[src/rtl/serial_adder_pkg.sv]
// Shared definitions for the serial adder: FSM state constants and the
// elaboration-time parameter legality check.
package serial_adder_pkg;

   localparam logic [1:0] S_IDLE = 2'd0;
   localparam logic [1:0] S_BUSY = 2'd1;
   localparam logic [1:0] S_DONE = 2'd2;

   // Legal when the width is positive and splits into whole digits.
   function automatic bit params_ok(input int width, input int digit);
      return (width >= 1) && (digit >= 1) && (digit <= width) && ((width % digit) == 0);
   endfunction

endpackage

[src/rtl/full_adder.sv]
// Single-bit full adder, the arithmetic cell shared across the codebase.
module full_adder (
   output logic sum,
   output logic carry,
   input  logic a,
   input  logic b,
   input  logic cin
);

   assign sum   = a ^ b ^ cin;
   assign carry = (a & b) | (cin & (a ^ b));

endmodule

[src/rtl/serial_adder_digit_adder.sv]
// DIGIT-bit ripple adder built from a chain of full_adder cells. Besides the
// carry out it exposes the carry into the top bit for overflow detection.
module digit_adder #(
   parameter int DIGIT = 1
) (
   input  logic [DIGIT-1:0] a,
   input  logic [DIGIT-1:0] b,
   input  logic             cin,
   output logic [DIGIT-1:0] s,
   output logic             co,
   output logic             c_msb
);

   logic [DIGIT:0] c;

   assign c[0] = cin;

   generate
      for (genvar gi = 0; gi < DIGIT; gi++) begin : g_fa
         full_adder u_fa (
            .sum   (s[gi]),
            .carry (c[gi+1]),
            .a     (a[gi]),
            .b     (b[gi]),
            .cin   (c[gi])
         );
      end
   endgenerate

   assign co    = c[DIGIT];
   assign c_msb = c[DIGIT-1];

endmodule

[src/rtl/serial_adder.sv]
// Multi-cycle ripple adder: adds DIGIT bits per clock through a registered
// carry, with valid/ready handshakes on both operand and result sides.
module serial_adder
   import serial_adder_pkg::*;
#(
   parameter int WIDTH = 8,
   parameter int DIGIT = 1
) (
   input  logic             clk,
   input  logic             rst_n,
   input  logic             in_valid,
   output logic             in_ready,
   input  logic [WIDTH-1:0] a,
   input  logic [WIDTH-1:0] b,
   input  logic             cin,
   output logic             out_valid,
   input  logic             out_ready,
   output logic [WIDTH-1:0] sum,
   output logic             cout,
   output logic             overflow
);

   localparam int NDIG = WIDTH / DIGIT;
   localparam int CW   = $clog2(NDIG) + 1;

   generate
      if (!params_ok(WIDTH, DIGIT)) begin : g_param_err
         $error("serial_adder: WIDTH (%0d) must be >= 1 and a multiple of DIGIT (%0d)", WIDTH, DIGIT);
      end
   endgenerate

   logic [1:0]       state_reg;
   logic [WIDTH-1:0] a_sh_reg;
   logic [WIDTH-1:0] b_sh_reg;
   logic [WIDTH-1:0] sum_sh_reg;
   logic             carry_reg;
   logic             cout_reg;
   logic             ovf_reg;
   logic [CW-1:0]    cnt_reg;

   logic [DIGIT-1:0] dig_s;
   logic             dig_co;
   logic             dig_cmsb;
   logic             accept;
   logic             last_dig;

   // A held result can be handed off and replaced in the same cycle, so
   // in_ready looks straight through to out_ready while in DONE.
   assign in_ready = (state_reg == S_IDLE) || ((state_reg == S_DONE) && out_ready);
   assign accept   = in_valid && in_ready;
   assign last_dig = (cnt_reg == CW'(NDIG - 1));

   digit_adder #(.DIGIT(DIGIT)) u_digit (
      .a     (a_sh_reg[DIGIT-1:0]),
      .b     (b_sh_reg[DIGIT-1:0]),
      .cin   (carry_reg),
      .s     (dig_s),
      .co    (dig_co),
      .c_msb (dig_cmsb)
   );

   // FSM plus datapath: load on accept, one digit per BUSY cycle, hold in DONE.
   always_ff @(posedge clk or negedge rst_n) begin
      if (!rst_n) begin
         state_reg  <= S_IDLE;
         a_sh_reg   <= '0;
         b_sh_reg   <= '0;
         sum_sh_reg <= '0;
         carry_reg  <= 1'b0;
         cout_reg   <= 1'b0;
         ovf_reg    <= 1'b0;
         cnt_reg    <= '0;
      end else if (accept) begin
         a_sh_reg  <= a;
         b_sh_reg  <= b;
         carry_reg <= cin;
         cnt_reg   <= '0;
         state_reg <= S_BUSY;
      end else begin
         case (state_reg)
            S_BUSY: begin
               a_sh_reg   <= a_sh_reg >> DIGIT;
               b_sh_reg   <= b_sh_reg >> DIGIT;
               // New digit enters at the MSB end; after NDIG shifts it lands in place.
               sum_sh_reg <= WIDTH'({dig_s, sum_sh_reg} >> DIGIT);
               carry_reg  <= dig_co;
               cnt_reg    <= cnt_reg + CW'(1);
               if (last_dig) begin
                  cout_reg  <= dig_co;
                  ovf_reg   <= dig_co ^ dig_cmsb;
                  state_reg <= S_DONE;
               end
            end
            S_DONE: begin
               if (out_ready) begin
                  state_reg <= S_IDLE;
               end
            end
            S_IDLE: begin
               state_reg <= S_IDLE;
            end
            default: begin
               state_reg <= S_IDLE;
            end
         endcase
      end
   end

   assign out_valid = (state_reg == S_DONE);
   assign sum       = sum_sh_reg;
   assign cout      = cout_reg;
   assign overflow  = ovf_reg;

endmodule

[config.mk]
export PLATFORM = sky130hd
export DESIGN_NAME = serial_adder
export DESIGN_NICKNAME = d
export VERILOG_FILES = /design/src/rtl/serial_adder_pkg.sv /design/src/rtl/full_adder.sv /design/src/rtl/serial_adder_digit_adder.sv /design/src/rtl/serial_adder.sv
export SDC_FILE = /design/constraint.sdc
export NUM_CORES = 1
export LEC_CHECK = 0
export CORE_UTILIZATION = 45
export CTS_CLUSTER_DIAMETER = 150
export CTS_CLUSTER_SIZE = 30
export DETAILED_ROUTE_END_ITERATION = 10
export PLACE_DENSITY = 0.72
export SLEW_MARGIN = 20
export SYNTH_ARGS = -nofsm -noshare
export SYNTH_HDL_FRONTEND = slang
export SYNTH_SLANG_ARGS = --single-unit
[constraint.sdc]
create_clock -name clk -period 1.8 [get_ports clk]
set_input_delay 0.27 -clock clk [delete_from_list [all_inputs] [get_ports clk]]
set_output_delay 0.27 -clock clk [all_outputs]
set_load 0.01 [all_outputs]
==> Word-level counts from Yosys, hierarchy flattened <==
Cells that the tools add are included.
{ "classes": {"n_eq_ne": 5, "n_reduce_logical": 8, "addsub": 1, "bitwise": 7, "mux": 12} }
{ "ops": {"columns": ["op", "n"], "rows": [
  ["$mux 8", 4],
  ["$mux 4", 2],
  ["$mux 2", 3],
  ["$add 4x1->4 const B", 1],
  ["$eq 4x3->1 const B", 1],
  ["$pmux 2 s2", 1],
  ["$reduce_and 2->1", 2],
  ["$ne 3x1->1 const B", 1],
  ["$ne 3x3->1 const B", 1],
  ["$reduce_and 3->1", 1],
  ["$xor 1x1->1", 3],
  ["$and 1x1->1", 2],
  ["$eq 2x1->1 const B", 1],
  ["$eq 2x2->1 const B", 1],
  ["$logic_and 1x1->1", 2],
  ["$logic_not 2->1", 1],
  ["$mux 1", 2],
  ["$reduce_bool 2->1", 1],
  ["$logic_or 1x1->1", 1],
  ["$not 1->1", 1],
  ["$or 1x1->1", 1]
]} }
{ "word_totals": {"in_bits": 21, "ff_bits": 33, "word_cells": 41, "output_inout_bits": 12} }

==> Logic depth before layout (Yosys ltp) <==
Gate-level depths: netlist (run 1).
{ "depth": {"depth_word": 6, "depth_mapped": 6, "depth_no_buf": 4} }

==> By module <==
Synthesis (run 1) repeated with hierarchy kept, for this count alone.
{ "hier_totals": {"hier_cells": 148, "hier_area_um2": 1527.7} }
{ "modules_own_cells": {"columns": ["mod", "n_inst", "seq_area_each_um2", "cells_per_inst", "area_per_inst_um2"], "rows": [
  ["serial_adder", 1, 825.8, 146, 1500.2],
  ["full_adder", 1, 0.0, 1, 20.0],
  ["digit_adder", 1, 0.0, 1, 7.5]
]} }

==> Least setup slack after synthesis (run 1) <==
OpenSTA, ideal clock, no wires.
{ "synth_timing": {"path_type": "register -> register", "startpoint": "reg carry_reg", "endpoint": "reg carry_reg", "setup_slack_ps": 301, "period_less_slack_ps": 1499, "setup_ps": 125, "arrival_time_ps": 1374, "stages_incl_launch_ff": 4, "path_cell_list": "dfrtp_1 fa_1 mux2_4 mux2_2"} }
{ "synth_between": {"elab_chain_len": 4} }
{ "synth_rtl": {"columns": ["element", "line_no", "source"], "rows": [
  ["from (decl)", "serial_adder.sv:36", "logic carry_reg;"],
  ["from (signal assigned)", "serial_adder.sv:76", "carry_reg <= cin;"],
  ["from (signal assigned)", "serial_adder.sv:86", "carry_reg <= dig_co;"],
  ["$and 1x1->1", "full_adder.sv:11", "assign carry = (a & b) | (cin & (a ^ b));"],
  ["$or 1x1->1", "full_adder.sv:11", null],
  ["net dig_co", "serial_adder.sv:42", "logic dig_co;"],
  ["$mux 1", "serial_adder.sv:80", "case (state_reg)"],
  ["$mux 1", "serial_adder.sv:73", "end else if (accept) begin"]
]} }
The timed path passes the listed nets, and every way through them passes these cells. The select of a mux whose other input is x is not followed.
A chain may end at the register's enable or synchronous reset.

==> Final worst setup path (run 1) <==
{ "layout_timing": {"startpoint": "reg state_reg[1]", "endpoint": "reg a_sh_reg[6]"} }
{ "layout_between": {"elab_chain_len": 5, "elab_cells_between_ends": 8, "cone_classes": "2 x eq/ne; 1 x mux; 5 x reduce/logical"} }
{ "layout_rtl": {"columns": ["element", "line_no", "source"], "rows": [
  ["from (decl)", "serial_adder.sv:32", "logic [1:0] state_reg;"],
  ["from (signal assigned)", "serial_adder.sv:65", "state_reg <= S_IDLE;"],
  ["from (signal assigned)", "serial_adder.sv:78", "state_reg <= S_BUSY;"],
  ["from (signal assigned)", "serial_adder.sv:91", "state_reg <= S_DONE;"],
  ["$eq 2x2->1", "serial_adder.sv:49", "assign in_ready = (state_reg == S_IDLE) || ((state_reg == S_DONE) && out_ready);"],
  ["$logic_and 1x1->1", "serial_adder.sv:49", null],
  ["$logic_or 1x1->1", "serial_adder.sv:49", null],
  ["$logic_and 1x1->1", "serial_adder.sv:50", "assign accept = in_valid && in_ready;"],
  ["$mux 8 / $reduce_bool 2->1 (equally long branches)", null, null],
  ["to (signal assigned)", "serial_adder.sv:82", "a_sh_reg <= a_sh_reg >> DIGIT;"],
  ["to (decl)", "serial_adder.sv:33", "logic [WIDTH-1:0] a_sh_reg;"]
]} }
Parallel ways exist; a longest one is shown, timed or not.

==> impl_metrics.yaml, run 1 <==
outcome:
  status: "completed"
floorplanning:
  fp.coreArea_sq_um: 3340
  start_util: 0.467
  rows: 21
  die_x_microns: 60.9
  io_pins: 33
  die_area_sq_um: 3700
  die_h_microns: 60.9
synth:
  ys_seq_elements: 33
  syn_area_sq_um: 1560
  yosys_warnings: 0
  yosysSeqAreaShare: 0.530
  synth_nets: 153
  syn_avg_cell_area_sq_um: 12.0
  synthCells: 130
  synth_cell_types: 24
worst_setup_path:
  r2r_cells: 4
  worstSetupPathType: "flop to flop"
  required_ns: 2.03
  worstSetupEndpointType: "flop"
  ff2ff_setup_slack_ns: 0.13
  cp_max_fo: 5
  rr_startpoint: "state_reg[1]"
  reg2reg_to: "a_sh_reg[6]"
  crit_path_start_kind: "flop"
  arrival_ns: 1.90
global_routing:
  grt_pass1_wl_microns: 4580
  grt_max_degree: 34
  grt_usage: 0.175
  grt_pass1_vias: 1067
  overflow: 0
  grt_antenna_before_repair: 0
layout:
  post_layout_nonfiller_instances: 217
  final_core_util: 0.605
  final_nets: 193
  mostFrequentLayoutCells: "dfrtp_1, clkdlybuf4s50_1, nand2_1, mux2_2, buf_4"
  seq_area_sq_um: 826
  mostFrequentLayoutCell: "dfrtp_1"
  area_growth_pct: 29.5
  drive_gt1_frac: 0.281
  multiInputGateArea_sq_um: 676
  diodes: 0
  n_fill_cell: 296
drt:
  dr.pass1.iters: 5
  viasPerCell: 4.85
  drtAntennaViolNets: 0
  vias: 1052
  route.detailed.drc: 0
  wire_per_inst_microns: 12.6
  wirelength_microns: 2740
  drt_iter0_drc: 48
timing:
  slew_viol_final: 0
  setup_viol: 0
  fin_worst_skew_ns: 0.00557
  slew_headroom: 0.697
  tns_ns: 0
  layout_min_cycle_time_ns: 1.67
  rsz0062_at_grt: "false"
  final-hold-violation-count: 0
  tightest_slew_ns: 0.454
  whs_ns: 0.334
  timing.final.crit_share: 0.930
  timing.fmax_mhz: 598
placement:
  hpwl_microns: 1990
  dp_cells: 207
  portBuffers: 32
  finalWeightedCongestion: 0.714
power:
  power_frac_seq: 0.392
  p_leak_nw: 0.979
  power_mw: 3.24
  power.internal_mw: 2.16
  peakVddDrop_mv: 0.819
  power.density_nw_per_um2: 1600
  p_sw_frac: 0.331
  clkPwrFrac: 0.121
  p_comb_frac: 0.487
  power_switching_mw: 1.07
clock_tree:
  htreeDepth: 2
  clkLatencyLatePin_ns: 0.33
  cts_root_buf: "clkbuf_4"
  clock-sinks: 33
  tritoncts: "yes"
  cts-hold-fix-buffers: 0
  cts_buffers: 5
  clk_pin_slew_ns: 0.10
  max-clock-path-buffers: 2
job:
  cap_violations: 0
min_path:
  hp-class: "input port to async pin"
synthesized netlist by cell type, drive strengths merged:
cell type,instances,area share
clkbuf,1,0.0024
nand2b,2,0.0080
a21oi,2,0.0064
inv,3,0.0072
nor2b,2,0.0080
mux2,32,0.24
nor2,4,0.0096
dfrtp,33,0.53
and2b,1,0.0048
nand3b,1,0.0048
nand2,29,0.070
o21ai,3,0.0096
xnor2,1,0.0056
nand3,1,0.0032
a21o,1,0.0048
ha,1,0.0080
or3,1,0.0040
buf,6,0.027
fa,1,0.013
mux2i,2,0.013
xor2,2,0.011
nor3,1,0.0064
logic make-up after synthesis:
kind of cell,share of synthesized area
AOI/OAI and AO/OA,0.0209
xor gates and xnor gates,0.0169
adders and majority gates,0.0209
buffers and inverters,0.0369
DFF,0.530
muxes,0.256
and+or+nand+nor,0.119
metal layers:
metal / track usage / routed length, microns / vias up
met5: 0 / 0 / -
met4: 0.0682 / 41 / 0
met3: 0.0597 / 134 / 5
met2: 0.303 / 1420 / 28
met1: 0.198 / 1140 / 511
li1: - / - / 508
metrics by stage:
stage / worst slack [ns] / instance area, sq um
floorplan: 0.301 / 1560
global placement: 0.105 / 1950
detailed placement: 0.0779 / 1950
CTS: 0.0137 / 2010
global route: 0.0384 / 2020
finish: 0.127 / 2020
worst max-delay path, stage by stage, from the launching register on:
cell and delay (ns):
dfrtp_1 0.41, buf_4 0.15, nor2b_1 0.37, mux2_2 0.38, mux2_2 0.26
area by class of cell:
type,instances,area share
timing repair buffer,40,0.197
tap,46,0.0285
inverter,3,0.00558
sequential,33,0.409
clock inverter,2,0.00496
clock buffer,6,0.0204
multi-input combinational,87,0.335
power by group through the flow:
stage          sequential [mW]  combinational (mW)  clock [mW]
2_1_floorplan             1.29                1.07           0
3_3_place_gp              1.28                1.51           0
3_5_place_dp              1.30                1.57           0
4_1_cts                   1.27                1.60       0.405
5_1_grt                   1.31                1.75       0.431
6_report                  1.27                1.58       0.391
what timing repair did:
action                                 CTS  global route
endpoints found under the hold margin    0             0
setup buffers                            2             0
setup endpoints to repair                2             2
cloned                                   0             0
resized for setup                        0             2
how the worst max path moves through the flow:
stage | to | startpoint | cells past startpoint
after floorplan | carry_reg | carry_reg | 3
after global placement | in_ready | out_ready | 4
after detailed placement | b_sh_reg[5] | out_ready | 5
after CTS | in_ready | state_reg[1] | 3
after global routing | a_sh_reg[6] | state_reg[1] | 4
final | a_sh_reg[6] | state_reg[1] | 4
No activity file was read; power rests on OpenSTA's default activity.
==> inputs of run 2 (changes only) <==
--- a/config.mk
+++ b/config.mk
@@ -13,4 +13,5 @@
 export SLEW_MARGIN = 20
 export SYNTH_ARGS = -nofsm -noshare
 export SYNTH_HDL_FRONTEND = slang
+export SYNTH_HIERARCHICAL = 1
 export SYNTH_SLANG_ARGS = --single-unit
==> run 2 against run 1 <==
Effect of this change: critical path depth down 2; clock power about the same; first-iteration DRC count decreased by 25%; maximum frequency shrank 3.6%; setup slack worse by 0.062 ns; non-clock buffer count decreased by 1; core utilization up 2.2 points; sequential share of layout area grew 1.2 points; largest cell class unchanged.
==> impl_metrics.yaml, run 2 <==
power:
  peakVddDrop_mv: 0.608
  power.density_nw_per_um2: 1530
  power_mw: 3.00
  p_leak_nw: 0.875
clock_tree:
  cts-hold-fix-buffers: 0
  clkLatencyLatePin_ns: 0.34
  cts_root_buf: "clkbuf_4"
  cts_buffers: 5
  htreeDepth: 2
  max-clock-path-buffers: 2
  tritoncts: "yes"
  clk_pin_slew_ns: 0.10
  clock-sinks: 33
placement:
  pre_cts_ws_ns: 0.0253
  dp_cells: 220
  portBuffers: 32
  hpwl_microns: 2140
  finalWeightedCongestion: 0.737
synth:
  syn_area_sq_um: 1530
  syn_avg_cell_area_sq_um: 10.3
  synth_common_cells: "dfrtp_1, nand2_1, nand3_1, mux2i_1, o21ai_0"
  ys_seq_elements: 33
  synthCells: 148
  synth_cell_types: 26
  yosys.area.top_type_share: 0.541
  yosys_warnings: 6
  async_flop_share: 1.00
  synth_nets: 171
  synth_most_common_cell: "dfrtp_1"
  synth_largest_area_cell: "dfrtp_1"
  synthFlopType: "dfrtp_1"
  yosysSeqAreaShare: 0.541
  yosys-top-cells-area: "dfrtp_1, mux2i_1, nand2_1"
  synth_edf_count: 0
timing:
  tightest_slew_ns: 0.439
  rsz0062_at_grt: "false"
  setup_ws_ns: 0.0648
  setup_viol: 0
  whs_ns: 0.327
  layout_min_cycle_time_ns: 1.74
  slew_headroom: 0.708
  fin_worst_skew_ns: 0.0103
  slew_viol_final: 0
  final-hold-violation-count: 0
  timing.fmax_mhz: 576
  timing.final.crit_share: 0.964
  tns_ns: 0
drt:
  drt_iter0_drc: 36
  dr.pass1.iters: 4
  vias: 1137
  route.detailed.drc: 0
  wire_per_inst_microns: 12.7
  wirelength_microns: 2910
  drtAntennaViolNets: 0
  viasPerCell: 4.99
min_path:
  hp-class: "input port to async pin"
layout:
  post_layout_nonfiller_instances: 228
  diodes: 0
  mostFrequentLayoutCell: "dfrtp_1"
  final_nets: 206
  drive_gt1_frac: 0.0924
  n_fill_cell: 274
  area_growth_pct: 28.3
  mostFrequentLayoutCells: "dfrtp_1, clkdlybuf4s50_1, nand2_1, nand3_1, mux2i_1"
global_routing:
  grt_usage: 0.194
  grt_antenna_before_repair: 0
  grt_pass1_wl_microns: 4930
  grt_pass1_vias: 1129
  overflow: 0
  grt_max_degree: 34
floorplanning:
  start_util: 0.488
  fp.coreArea_sq_um: 3130
  die_area_sq_um: 3630
  die_h_microns: 60.3
  io_pins: 33
  rows: 20
  die_x_microns: 60.3
worst_setup_path:
  cp_max_fo: 7
  arrival_ns: 1.47
  worstSetupPathType: "flop to output pin"
  worstSetupEndpointType: "output pin"
  required_ns: 1.53
  crit_path_start_kind: "flop"
  ff2ff_setup_slack_ns: 0.37
job:
  cap_violations: 0
outcome:
  status: "completed"
[run 2: cell count changes after synthesis, sizes merged]
| cell | delta |
|---|---|
| mux2i | +13 |
| nor2b | +1 |
| nand3 | +17 |
| and2 | +1 |
| nor2 | -2 |
| nand2b | +1 |
| o21ai | +16 |
| inv | -3 |
| o21bai | +1 |
| a21o | -1 |
| buf | +4 |
| mux2 | -30 |
[run 2: layout make-up]
class                   count  area, sq um  area share
clock buffers               6         41.3      0.0211
clock inverters             2         10.0     0.00511
multi-input cells         104          632       0.322
flip-flops and latches     33          826       0.421
well taps                  44         55.1      0.0281
repair buffers             39          397       0.202
[run 2: worst paths after layout]
check / cells after the start / endpoint / from
min in group clk: 3 / a_sh_reg[4] / a[4]
worst max register to register: 4 / cnt_reg[3] / state_reg[1]
worst max-delay path: 2 / out_valid / state_reg[0]
worst min register to register: 2 / sum[0] / sum[0]
max in group asynchronous: 2 / b_sh_reg[7] / rst_n
worst min-delay path: 2 / cnt_reg[2] / rst_n
[run 2: layer usage]
layer,GRT usage,wire [microns]
met3,0.0455,110
met5,0,0
met4,0.110,59
met2,0.349,1480
met1,0.206,1260
[run 2: cell families (layout without fill, tap and decap cells)]
logic type	Yosys count	in the layout	synth area share
adders and majority gates	2	2	0.0213
DFF	33	33	0.541
and+or+nand+nor	60	60	0.188
buffers and inverters	11	47	0.0459
xor gates and xnor gates	3	3	0.0172
AOI/OAI and AO/OA	22	22	0.0737
muxes	17	17	0.113
[run 2: report_power, final]
group | internal [mW] | leakage [nW] | switching (mW) | total (mW)
clock | 0.149 | 0.0320 | 0.242 | 0.390
combinational | 0.686 | 0.422 | 0.648 | 1.33
sequential | 1.06 | 0.421 | 0.215 | 1.27
[run 2: worst max-delay path, stage by stage (launching register included)]
cell and delay [ns]:
dfrtp_1 0.46, nor2b_1 0.13, clkdlybuf4s50_1 0.54
[run 2: stage by stage]
stage                util  instance area [sq um]
floorplan               -                   1530
global placement    0.611                   1910
detailed placement  0.611                   1910
CTS                 0.627                   1960
global route        0.627                   1960
finish              0.627                   1960
[run 2: repair_timing]
item,in CTS,in global routing
setup endpoints to repair,1,0
buffers inserted,0,0
gates resized for setup,1,0
endpoints found under the hold margin,0,0
